<file path="src/rtl/smc_cycle_seq.sv">
// Static memory controller cycle sequencer: IDLE -> SETUP -> ACCESS -> HOLD -> TURN.
// Optional feature macro: SMC_EXT_WAIT_EN. When defined, n_ext_wait (sampled on the
// rising edge of hclk) stretches the final ACCESS count. When undefined, the port is
// present but ignored.
module smc_cycle_seq #(
   parameter int unsigned CNT_W = 8
) (
   input  logic             hclk,
   input  logic             n_sys_reset,
   input  logic             req,
   input  logic             wr,
   input  logic [3:0]       cfg_setup,
   input  logic [CNT_W-1:0] cfg_access,
   input  logic [3:0]       cfg_hold,
   input  logic [3:0]       cfg_turn,
   input  logic             n_ext_wait,
   output logic             ack,
   output logic             busy,
   output logic             cs_n,
   output logic             oe_n,
   output logic             we_n
);

   typedef enum logic [2:0] {StIdle, StSetup, StAccess, StHold, StTurn} state_e;

   state_e           state_q, state_d;
   logic [CNT_W-1:0] cnt_q, cnt_d;
   logic             wr_q, wr_d;
   logic [CNT_W-1:0] access_q, access_d;
   logic [3:0]       hold_q, hold_d;
   logic [3:0]       turn_q, turn_d;
   logic             ack_q, ack_d;
   logic             busy_q, busy_d;
   logic             cs_n_q, cs_n_d;
   logic             oe_n_q, oe_n_d;
   logic             we_n_q, we_n_d;
   logic             ext_ok;

`ifdef SMC_EXT_WAIT_EN
   assign ext_ok = n_ext_wait;
`else
   logic unused_n_ext_wait;
   assign unused_n_ext_wait = n_ext_wait;
   assign ext_ok = 1'b1;
`endif

   // Counter load for a 4-bit phase length (caller guarantees v != 0).
   function automatic logic [CNT_W-1:0] ld4(input logic [3:0] v);
      return CNT_W'(v - 4'd1);
   endfunction

   // Next-state, counter and registered-output decode.
   always_comb begin
      state_d  = state_q;
      cnt_d    = cnt_q;
      wr_d     = wr_q;
      access_d = access_q;
      hold_d   = hold_q;
      turn_d   = turn_q;
      unique case (state_q)
         StIdle: begin
            if (req) begin
               wr_d     = wr;
               access_d = cfg_access;
               hold_d   = cfg_hold;
               turn_d   = cfg_turn;
               if (cfg_setup != 4'd0) begin
                  state_d = StSetup;
                  cnt_d   = ld4(cfg_setup);
               end else begin
                  state_d = StAccess;
                  cnt_d   = cfg_access;
               end
            end
         end
         StSetup: begin
            if (cnt_q == '0) begin
               state_d = StAccess;
               cnt_d   = access_q;
            end else begin
               cnt_d = cnt_q - 1'b1;
            end
         end
         StAccess: begin
            // ack_q marks the cycle just completed as the final strobe cycle.
            if (ack_q) begin
               if (hold_q != 4'd0) begin
                  state_d = StHold;
                  cnt_d   = ld4(hold_q);
               end else if (turn_q != 4'd0) begin
                  state_d = StTurn;
                  cnt_d   = ld4(turn_q);
               end else begin
                  state_d = StIdle;
                  cnt_d   = '0;
               end
            end else if (cnt_q != '0) begin
               cnt_d = cnt_q - 1'b1;
            end
         end
         StHold: begin
            if (cnt_q == '0) begin
               if (turn_q != 4'd0) begin
                  state_d = StTurn;
                  cnt_d   = ld4(turn_q);
               end else begin
                  state_d = StIdle;
                  cnt_d   = '0;
               end
            end else begin
               cnt_d = cnt_q - 1'b1;
            end
         end
         StTurn: begin
            if (cnt_q == '0) begin
               state_d = StIdle;
               cnt_d   = '0;
            end else begin
               cnt_d = cnt_q - 1'b1;
            end
         end
         default: begin
            state_d = StIdle;
            cnt_d   = '0;
         end
      endcase

      // Outputs are a function of the state being entered, so they register with it.
      ack_d  = (state_d == StAccess) && (cnt_d == '0) && ext_ok;
      busy_d = (state_d != StIdle);
      cs_n_d = !((state_d == StSetup) || (state_d == StAccess) || (state_d == StHold));
      oe_n_d = !((state_d == StAccess) && !wr_d);
      we_n_d = !((state_d == StAccess) && wr_d);
   end

   // State, captured configuration and registered outputs.
   always_ff @(posedge hclk or negedge n_sys_reset) begin
      if (!n_sys_reset) begin
         state_q  <= StIdle;
         cnt_q    <= '0;
         wr_q     <= 1'b0;
         access_q <= '0;
         hold_q   <= 4'd0;
         turn_q   <= 4'd0;
         ack_q    <= 1'b0;
         busy_q   <= 1'b0;
         cs_n_q   <= 1'b1;
         oe_n_q   <= 1'b1;
         we_n_q   <= 1'b1;
      end else begin
         state_q  <= state_d;
         cnt_q    <= cnt_d;
         wr_q     <= wr_d;
         access_q <= access_d;
         hold_q   <= hold_d;
         turn_q   <= turn_d;
         ack_q    <= ack_d;
         busy_q   <= busy_d;
         cs_n_q   <= cs_n_d;
         oe_n_q   <= oe_n_d;
         we_n_q   <= we_n_d;
      end
   end

   assign ack  = ack_q;
   assign busy = busy_q;
   assign cs_n = cs_n_q;
   assign oe_n = oe_n_q;
   assign we_n = we_n_q;

endmodule

</file>
<file path="config.mk">
export PLATFORM = sky130hd
export DESIGN_NAME = smc_cycle_seq
export DESIGN_NICKNAME = d
export VERILOG_FILES = /design/src/rtl/smc_cycle_seq.sv
export SDC_FILE = /design/constraint.sdc
export NUM_CORES = 1
export LEC_CHECK = 0
export CAP_MARGIN = 20
export CORE_ASPECT_RATIO = 1.1
export CORE_UTILIZATION = 58
export CTS_CLUSTER_DIAMETER = 60
export CTS_CLUSTER_SIZE = 28
export DETAILED_ROUTE_END_ITERATION = 16
export PLACE_DENSITY = 0.87
export SETUP_SLACK_MARGIN = 0.2
export SYNTH_ARGS = -nofsm -noshare
export SYNTH_HDL_FRONTEND = slang
export SYNTH_SLANG_ARGS = --single-unit
export TNS_END_PERCENT = 100
</file>
<file path="constraint.sdc">
create_clock -name hclk -period 8 [get_ports hclk]
set_input_delay 1.6 -clock hclk [delete_from_list [all_inputs] [get_ports hclk]]
set_output_delay 1.6 -clock hclk [all_outputs]
set_load 0.01 [all_outputs]
</file>
Yosys cells after proc, flatten, opt, wreduce, memory -nomap -nowiden
Cells that the tools add are included.

word-level totals
  flip-flop bits (word level) = 33
  input port bits = 25
  output and inout bits = 5

cells by class
  add/sub/neg operators = 4
  equal/unequal tests = 7
  mux-type cells = 21
  reduce and logical (&&, ||, !) cells = 18

operators by type and width
  kind                                               number
  two-way mux 8 bit                                  9
  case mux 8 bit (5 select lines)                    1
  two-way mux 3 bit                                  7
  logical NOT 8 bit                                  2
  case mux 3 bit (5 select lines)                    1
  subtractor 4 x 1 -> 5 bit (second input constant)  3
  == test 3 x 2 -> 1 bit (second input constant)     4
  nonzero test 4 bit                                 3
  nonzero test 8 bit                                 1
  subtractor 8 x 1 -> 8 bit (second input constant)  1
  == test 3 x 1 -> 1 bit (second input constant)     2
  logical NOT 1 bit                                  4
  == test 3 bit (second input constant)              1
  logical AND 1 bit                                  3
  logical NOT 3 bit                                  1
  nonzero test 3 bit                                 1
  logical OR 1 bit                                   2
  two-way mux 1 bit                                  2
  two-way mux 2 bit                                  1
  AND reduction 2 bit                                1

Longest topological paths before layout
Gate-level depths: netlist of the first run.

  depth after elaboration = 9
  depth in mapped cells = 13
  gate-level depth less buffers = 11

Least setup slack after synthesis of the first run
Ideal clock, no wire load.

  path type = input-to-reg
  start point = input cfg_setup[0]
  end point = register ack_q (netlist: ack)
  arrival time = 3,931 ps
  data required time = 7,904 ps
  path slack = 3,973 ps
  cell stages on the path = 8
  cells stage by stage = inv_1 -> ha_1 -> nor3b_1 -> mux2i_1 -> a21oi_1 -> or4_4 -> or4b_1 -> nor4_2

on the way
  word-level cells in the longest chain between the ends = 6
  elaborated cells between the ends (all ways) = 11
  those cells by class = add/sub (1); eq/ne (1); mux (6); reduce/logical (3)

ends and longest elaborated chain
  what                                                             line    RTL
  from (decl)                                                      12      input logic [3:0] cfg_setup,
  subtractor 4 x 1 -> 5 bit or nonzero test 4 bit (tied branches)  49, 67
  two-way mux 8 bit *                                              67      if (cfg_setup != 4'd0) begin
  two-way mux 8 bit *                                              62      if (req) begin
  case mux 8 bit (5 select lines) *                                60      unique case (state_q)
  via cnt_d[0]                                                     27      logic [CNT_W-1:0] cnt_q, cnt_d;
  logical NOT 8 bit *                                              129     ack_d = (state_d == StAccess) && (cnt_d == '0) && ext_ok;
  logical AND 1 bit *                                              129
  via ack_d                                                        32      logic ack_q, ack_d;
  to (signal assigned)                                             157     ack_q <= ack_d;
  to (decl)                                                        32

Mark *: on every way through the listed nets, which the timed path passes. The rest lies on a longest branch.
A chain may end at the register's enable or synchronous reset.

Worst setup path after layout of the first run
  start point = input req
  end point = register ack_q (netlist: ack)

on the way
  word-level cells in the longest chain between the ends = 4
  elaborated cells between the ends (all ways) = 7
  those cells by class = eq/ne (1); mux (4); reduce/logical (2)

ends and longest elaborated chain
  what                                                                                line  RTL
  from (decl)                                                                         10    input logic req,
  two-way mux 8 bit or two-way mux 3 bit (tied branches)                              62
  case mux 8 bit (5 select lines) or case mux 3 bit (5 select lines) (tied branches)  60
  logical NOT 8 bit or == test 3 x 2 -> 1 bit (tied branches)                         129
  logical AND 1 bit *                                                                 129
  via ack_d                                                                           32

Marked as above.

==> results of run 1 <==
[how the worst max path moves through the flow]
stage / to / slack, ps / cells after the start
floorplan: ack$_DFF_PN0_ / 3970 / 8
global placement: ack$_DFF_PN0_ / 3340 / 7
detailed placement: ack$_DFF_PN0_ / 3330 / 7
CTS: ack$_DFF_PN0_ / 3660 / 7
global route: ack$_DFF_PN0_ / 3510 / 7
finish: ack$_DFF_PN0_ / 3660 / 7
[registers in the layout, indices dropped and copies added, names as in the netlist]
name      cells
cnt_q         8
state_q       3
cs_n          1
wr_q          1
ack           1
access_q      8
oe_n          1
turn_q        4
we_n          1
busy          1
hold_q        4
[metal layers]
metal	share of wire, %	GRT usage [%]	vias to the layer above	wire length, um
met1	41	39.0	917	1990
li1	-	-	912	-
met2	48	46.4	88	2330
met5	0	0	-	0
met3	8.9	4.59	15	436
met4	2.3	13.1	0	110
[Yosys cell counts (2+ instances only)]
cell,number,area share [%]
nand3_1,10,2.4
or2_2,2,0.60
a211o_1,2,0.84
nand2_1,20,3.6
inv_1,16,2.9
ha_1,4,2.4
xnor2_1,3,1.3
or4_1,3,1.1
nor3_1,8,1.9
buf_2,3,0.72
nor4_1,4,1.2
or3_1,3,0.90
nor2b_1,2,0.60
or4b_2,2,0.96
nor2_1,10,1.8
nor3b_1,4,1.4
mux2i_1,3,1.4
o311a_1,2,0.96
o21ai_0,17,4.1
dfrtp_1,30,36
a32oi_1,2,0.84
a31oi_1,2,0.60
o41ai_1,2,0.84
clkbuf_1,5,0.90
mux2_2,10,5.4
o21bai_1,3,1.1
a21oi_1,12,2.9
buf_1,2,0.36
dfstp_2,3,3.8
o211ai_1,3,1.1
o22ai_1,2,0.60
nand2b_1,10,3.0
a21boi_0,2,0.72
a22oi_1,2,0.72
[placed cells by master (no fill, tap or decap), types with 3 or more instances in the layout]
master,n
nor2_1,10
or3_1,3
nand3_1,10
clkbuf_4,5
nand2b_1,10
o21bai_1,3
o211ai_1,3
xnor2_1,3
nor4_1,4
inv_1,16
mux2_2,10
ha_1,4
nor3_1,8
nor3b_1,4
a21oi_1,12
or4_1,3
mux2i_1,3
buf_4,3
clkdlybuf4s50_1,28
dfstp_2,3
o21ai_0,17
dfrtp_1,30
nand2_1,20
[through the flow]
| stage | setup slack, ps | power (mW) | std cells |
|---|---|---|---|
| detailed placement | 3330 | 0.800 | 299 |
| finish | 3660 | 0.942 | 307 |
| CTS | 3660 | 0.936 | 307 |
| global route | 3510 | 1.01 | 307 |
| floorplan | 3970 | 0.671 | 231 |
| global placement | 3340 | 0.784 | 299 |
[power by group through the flow]
stage	clock [mW]	sequential [mW]	combinational (mW)
after detailed placement	0	0.335	0.465
after floorplan	0	0.300	0.371
final	0.130	0.334	0.478
after CTS	0.133	0.332	0.471
after global routing	0.142	0.347	0.524
after global placement	0	0.331	0.453
[tightest hold or removal path: stages (launching register included)]
cell	delay (ps)
dfrtp_1	340
mux2i_1	80
inv_1	80
[area by class of cell]
cell class	instances	area, um^2	area share [%]
Multi-Input combinational cell	170	1150	46.3
Tap cell	48	60.1	2.41
Sequential cell	33	830	33.2
Timing Repair Buffer	31	303	12.1
Clock buffer	5	37.5	1.50
Inverter	17	63.8	2.56
Clock inverter	3	46.3	1.86
[kinds of logic (layout without fill, tap and decap cells)]
family                     Yosys count  in the layout  share of synthesized area, %
AOI/OAI and AO/OA                   64             64                          20.9
xor gates and xnor gates             3              3                          1.26
adders and majority gates            4              4                          2.40
buffers and inverters               28             56                          5.28
DFF                                 33             33                          39.8
muxes                               13             13                          6.84
and+or+nand+nor                     86             86                          23.6
==> results.cfg, run 1 <==
[outcome]
status = completed

[cells_and_area]
final_util_pct = 73.7
finalInstanceArea_um2 = 2490
n_antenna_cell = 0
final_nets = 287
fillers = 262
area.growth.synth_to_final_pct = 19.6
drive_gt1_share_pct = 13.9

[min_path]
min_to = wr_q$_DFF_PN0_
hold_path_depth = 2
hold_start = wr_q$_DFF_PN0_
min_path_type = register to register

[clock_tree]
path_clk_slew_ps = 110
cts_tree = done
ctsHtreeMaxLevel = 2
clock-sinks = 33
cts_buffers = 5
cts-resized-gates = 0
clock_latency_ps = 350
cts_setup_buffers = 0
cts_root_buffer = clkbuf_4
cts-hold-fix-buffers = 0
cts.path.max_buffers = 2

[pwr]
cellPowerDensity_nw_per_um2 = 378
combPwrFrac_pct = 50.8
clkPwrFrac_pct = 13.8
leakage_nw = 1.01
vdd_ir_drop_max_v = 0.000219
switching_share_pct = 43.6
pwr-share-seq_pct = 35.4
switching_power_mw = 0.411
power.internal_mw = 0.531

[sta]
period_share_pct = 54.2
rsz0062_at_grt = false
fmax_ghz = 0.230
worstMarginPinSlew_ps = 664
holdWs_ps = 517
fin_crit_ps = 4340
fin_tns_setup_ps = 0
setup_violations = 0
final_max_slew_viol_count = 0
skew_ps = 8.73
slew_headroom_pct = 55.6
timing_hold_violations_final = 0

[drt]
antenna_left = 0
num_vias = 1932
drt_iter0_markers = 110
drc = 0
wl_per_cell_um = 15.9
first_pass_iters = 5
drt_wl_total_um = 4870
viasPerCell = 6.29

[setup_path]
startpoint_type = primary input
r2r_start = cnt_q[0]$_DFF_PN0_
cp_num_buf_inv = 2
path_max_fanout = 18
path_cells = clkdlybuf4s50_1 -> nor4b_4 -> buf_4 -> a22oi_1 -> a21oi_1 -> or4b_1 -> nor4_2
slowest_delay_ps = 790
critical_path_required_ps = 8240
cp.arrival_ps = 4580
worst-r2r-cell-count = 11
r2r_end = ack$_DFF_PN0_
slowest_stage = clkdlybuf4s50_1
r2r_slack_ps = 4530
crit_start = req
crit_family = simple AND/OR/NAND/NOR gates
crit_path_end_kind = register
crit_type = primary input to register

[synthesis]
syn_area_um2 = 2090
synth-seq-area-share_pct = 39.8
synth_nets = 260
avgSynthCellArea_um2 = 9.03
ys_ff_latch = 33
yosysWarnings = 0
synth_cell_types = 57
synth-main-ff-cell = dfrtp_1
synth_cells = 231
ys_async_sr_fraction_pct = 100
synth-edff-count = 0

[job]
maxCapViolations = 0

[global_routing]
grt_max_degree = 34
grt_pass1_vias = 1836
grt_pass1_wl_um = 8360
grt_util_all_layers_pct = 29.3
grt-ovfl-total = 0
antenna_found_initial = 0

[floorplan]
die_w_um = 59.2
core_um2 = 3390
initial_core_util_pct = 61.6
io_pins = 30
die_area_um2 = 3840
die_h_um = 64.9
rows = 22

[placed_design]
portBuffers = 28
dpl_cell_area_um2 = 2410
hpwl_um = 3510
gp_congestion = 0.946
No activity file was read; power rests on OpenSTA's default activity.
==> inputs of run 2 (changes only) <==
Settings changed: CORE_UTILIZATION 58 to 49, PLACE_DENSITY 0.87 to 0.79.
Clock period 8 ns to 3.6 ns, I/O delays scaled along.
==> run 2 against run 1 <==
Hold slack got worse by 16 ps. Sequential share of layout area decreased by 0.26 points. Utilization decreased by 11 points. Final cell count increased by 2.0%. Count of clock-buffer cells in the layout increased by 2. Combinational power increased by 120%. Die area increased by 18%. Critical path depth increased by 4. Non-clock buffer count increased by 2. Total power increased by 120%. Via count decreased by 1.3%. Critical path type is now register to register.
==> results.cfg, run 2 (synthesis results as in run 1) <==
[setup_path]
crit_type = register to register
startpoint_type = register
crit_path_end_kind = register
path_max_fanout = 12
cp_num_buf_inv = 2
crit_top_cell = ha_1
path_cells = inv_1 -> ha_1 -> or3b_4 -> nor2_4 -> inv_2 -> ha_1 -> nand2_1 -> o311a_1 -> or4_4 -> or4b_1 -> nor4_2
slowest_stage = or4b_1
crit_family = simple AND/OR/NAND/NOR gates
critical_path_required_ps = 3810
cp.arrival_ps = 3440
worst-r2r-cell-count = 11
path_depth = 11
slowest_delay_ps = 490

[placed_design]
gp_congestion = 0.929
dpl.cell_count = 305
dpl_cell_area_um2 = 2430
post-place-ws_ps = 181
portBuffers = 28
hpwl_um = 3710

[sta]
fmax_ghz = 0.309
holdWs_ps = 500
final_max_slew_viol_count = 0
timing_hold_violations_final = 0
layout_setup_ws_ps = 363
worstMarginPinSlew_ps = 743
period_share_pct = 89.9
fin_tns_setup_ps = 0
rsz0062_at_grt = false
slew_headroom_pct = 50.3
setup_violations = 0
skew_ps = 9.89
fin_crit_ps = 3240

[drt]
viasPerCell = 6.09
num_vias = 1907
drt_wl_total_um = 4920
drc = 0
antenna_left = 0
first_pass_iters = 4
drt_iter0_markers = 161
wl_per_cell_um = 15.7

[global_routing]
grt_max_degree = 20
grt_util_all_layers_pct = 24.2
antenna_found_initial = 0
grt-ovfl-total = 0
grt_pass1_wl_um = 8310
grt_pass1_vias = 1814

[cells_and_area]
n_antenna_cell = 0
top_regs = access_q: 8 flops, cnt_q: 8 flops
final_nets = 289
mostFrequentLayoutCell = dfrtp_1
final_util_pct = 62.5
final_cell_mix = 30 x dfrtp_1, 28 x clkdlybuf4s50_1, 20 x nand2_1, 17 x o21ai_0, 16 x inv_1
final_cell_count_no_fill = 313
drive_gt1_share_pct = 14.2
area.growth.synth_to_final_pct = 20.6
finalInstanceArea_um2 = 2510

[floorplan]
core_um2 = 4020
die_w_um = 64.2
die_h_um = 70.4
rows = 24
die_area_um2 = 4520
initial_core_util_pct = 51.8
io_pins = 30

[clock_tree]
ctsHtreeMaxLevel = 2
cts-hold-fix-buffers = 0
cts.path.max_buffers = 2
cts_tree = done
cts_root_buffer = clkbuf_8
path_clk_slew_ps = 70
clock-sinks = 33
cts_buffers = 5
clock_latency_ps = 290

[min_path]
min_path_type = register to register
hold_path_depth = 2

[pwr]
power_mw = 2.07
cellPowerDensity_nw_per_um2 = 822
leakage_nw = 1.02
vdd_ir_drop_max_v = 0.000402

[outcome]
status = completed

[job]
maxCapViolations = 0
## run 2: changes by cell type in the layout (fill, tap and decap cells not counted), sizes merged
| cell | change |
|---|---|
| clkinvlp | -1 |
| clkbuf | +2 |
| bufinv | -1 |
| buf | +2 |
## run 2: layer usage
metal | GRT usage (%) | part of all wire (%) | vias to the layer above
met5 | 0 | 0 | -
met4 | 10.6 | 2.5 | 0
met3 | 4.58 | 4.7 | 12
met2 | 39.6 | 49 | 60
met1 | 30.8 | 44 | 908
li1 | - | - | 927
## run 2: final timing paths
kind                                         end  slack, ps          startpoint
min                               oe_n$_DFF_PN1_        500      wr_q$_DFF_PN0_
max                                ack$_DFF_PN0_        360  cnt_q[0]$_DFF_PN0_
max reg2reg                        ack$_DFF_PN0_        360  cnt_q[0]$_DFF_PN0_
min in group asynchronous  turn_q[3]$_DFFE_PN0P_        870         n_sys_reset
min reg2reg                       oe_n$_DFF_PN1_        500      wr_q$_DFF_PN0_
max in group asynchronous     cnt_q[1]$_DFF_PN0_       2000         n_sys_reset
## run 2: worst register-to-register path, cell delays in order (launching register included)
cell	delay (ps)
dfrtp_1	400
inv_1	120
ha_1	210
or3b_4	450
nor2_4	230
inv_2	150
ha_1	310
nand2_1	50
o311a_1	120
or4_4	420
or4b_1	490
nor4_2	210
## run 2: where the power goes
part	switching [mW]	internal (mW)	leakage [nW]	total (mW)
Clock	0.136	0.136	0.0422	0.272
Combinational	0.558	0.494	0.581	1.05
Sequential	0.196	0.549	0.398	0.745
Total	0.890	1.18	1.02	2.07
## run 2: layout make-up
cell class                      instances  area, um^2
Fill cell                             356        1510
Inverter                               17        63.8
Clock buffer                            7        76.3
Sequential cell                        33         830
Multi-Input combinational cell        170        1160
Tap cell                               52        65.1
Timing Repair Buffer                   33         318
Clock inverter                          1        5.00
## run 2: timing repair
item / in CTS / in global routing
setup buffers: 0 / 0
setup endpoints to repair: 0 / 1
endpoints found under the hold margin: 0 / 0
resized for setup: 0 / 1
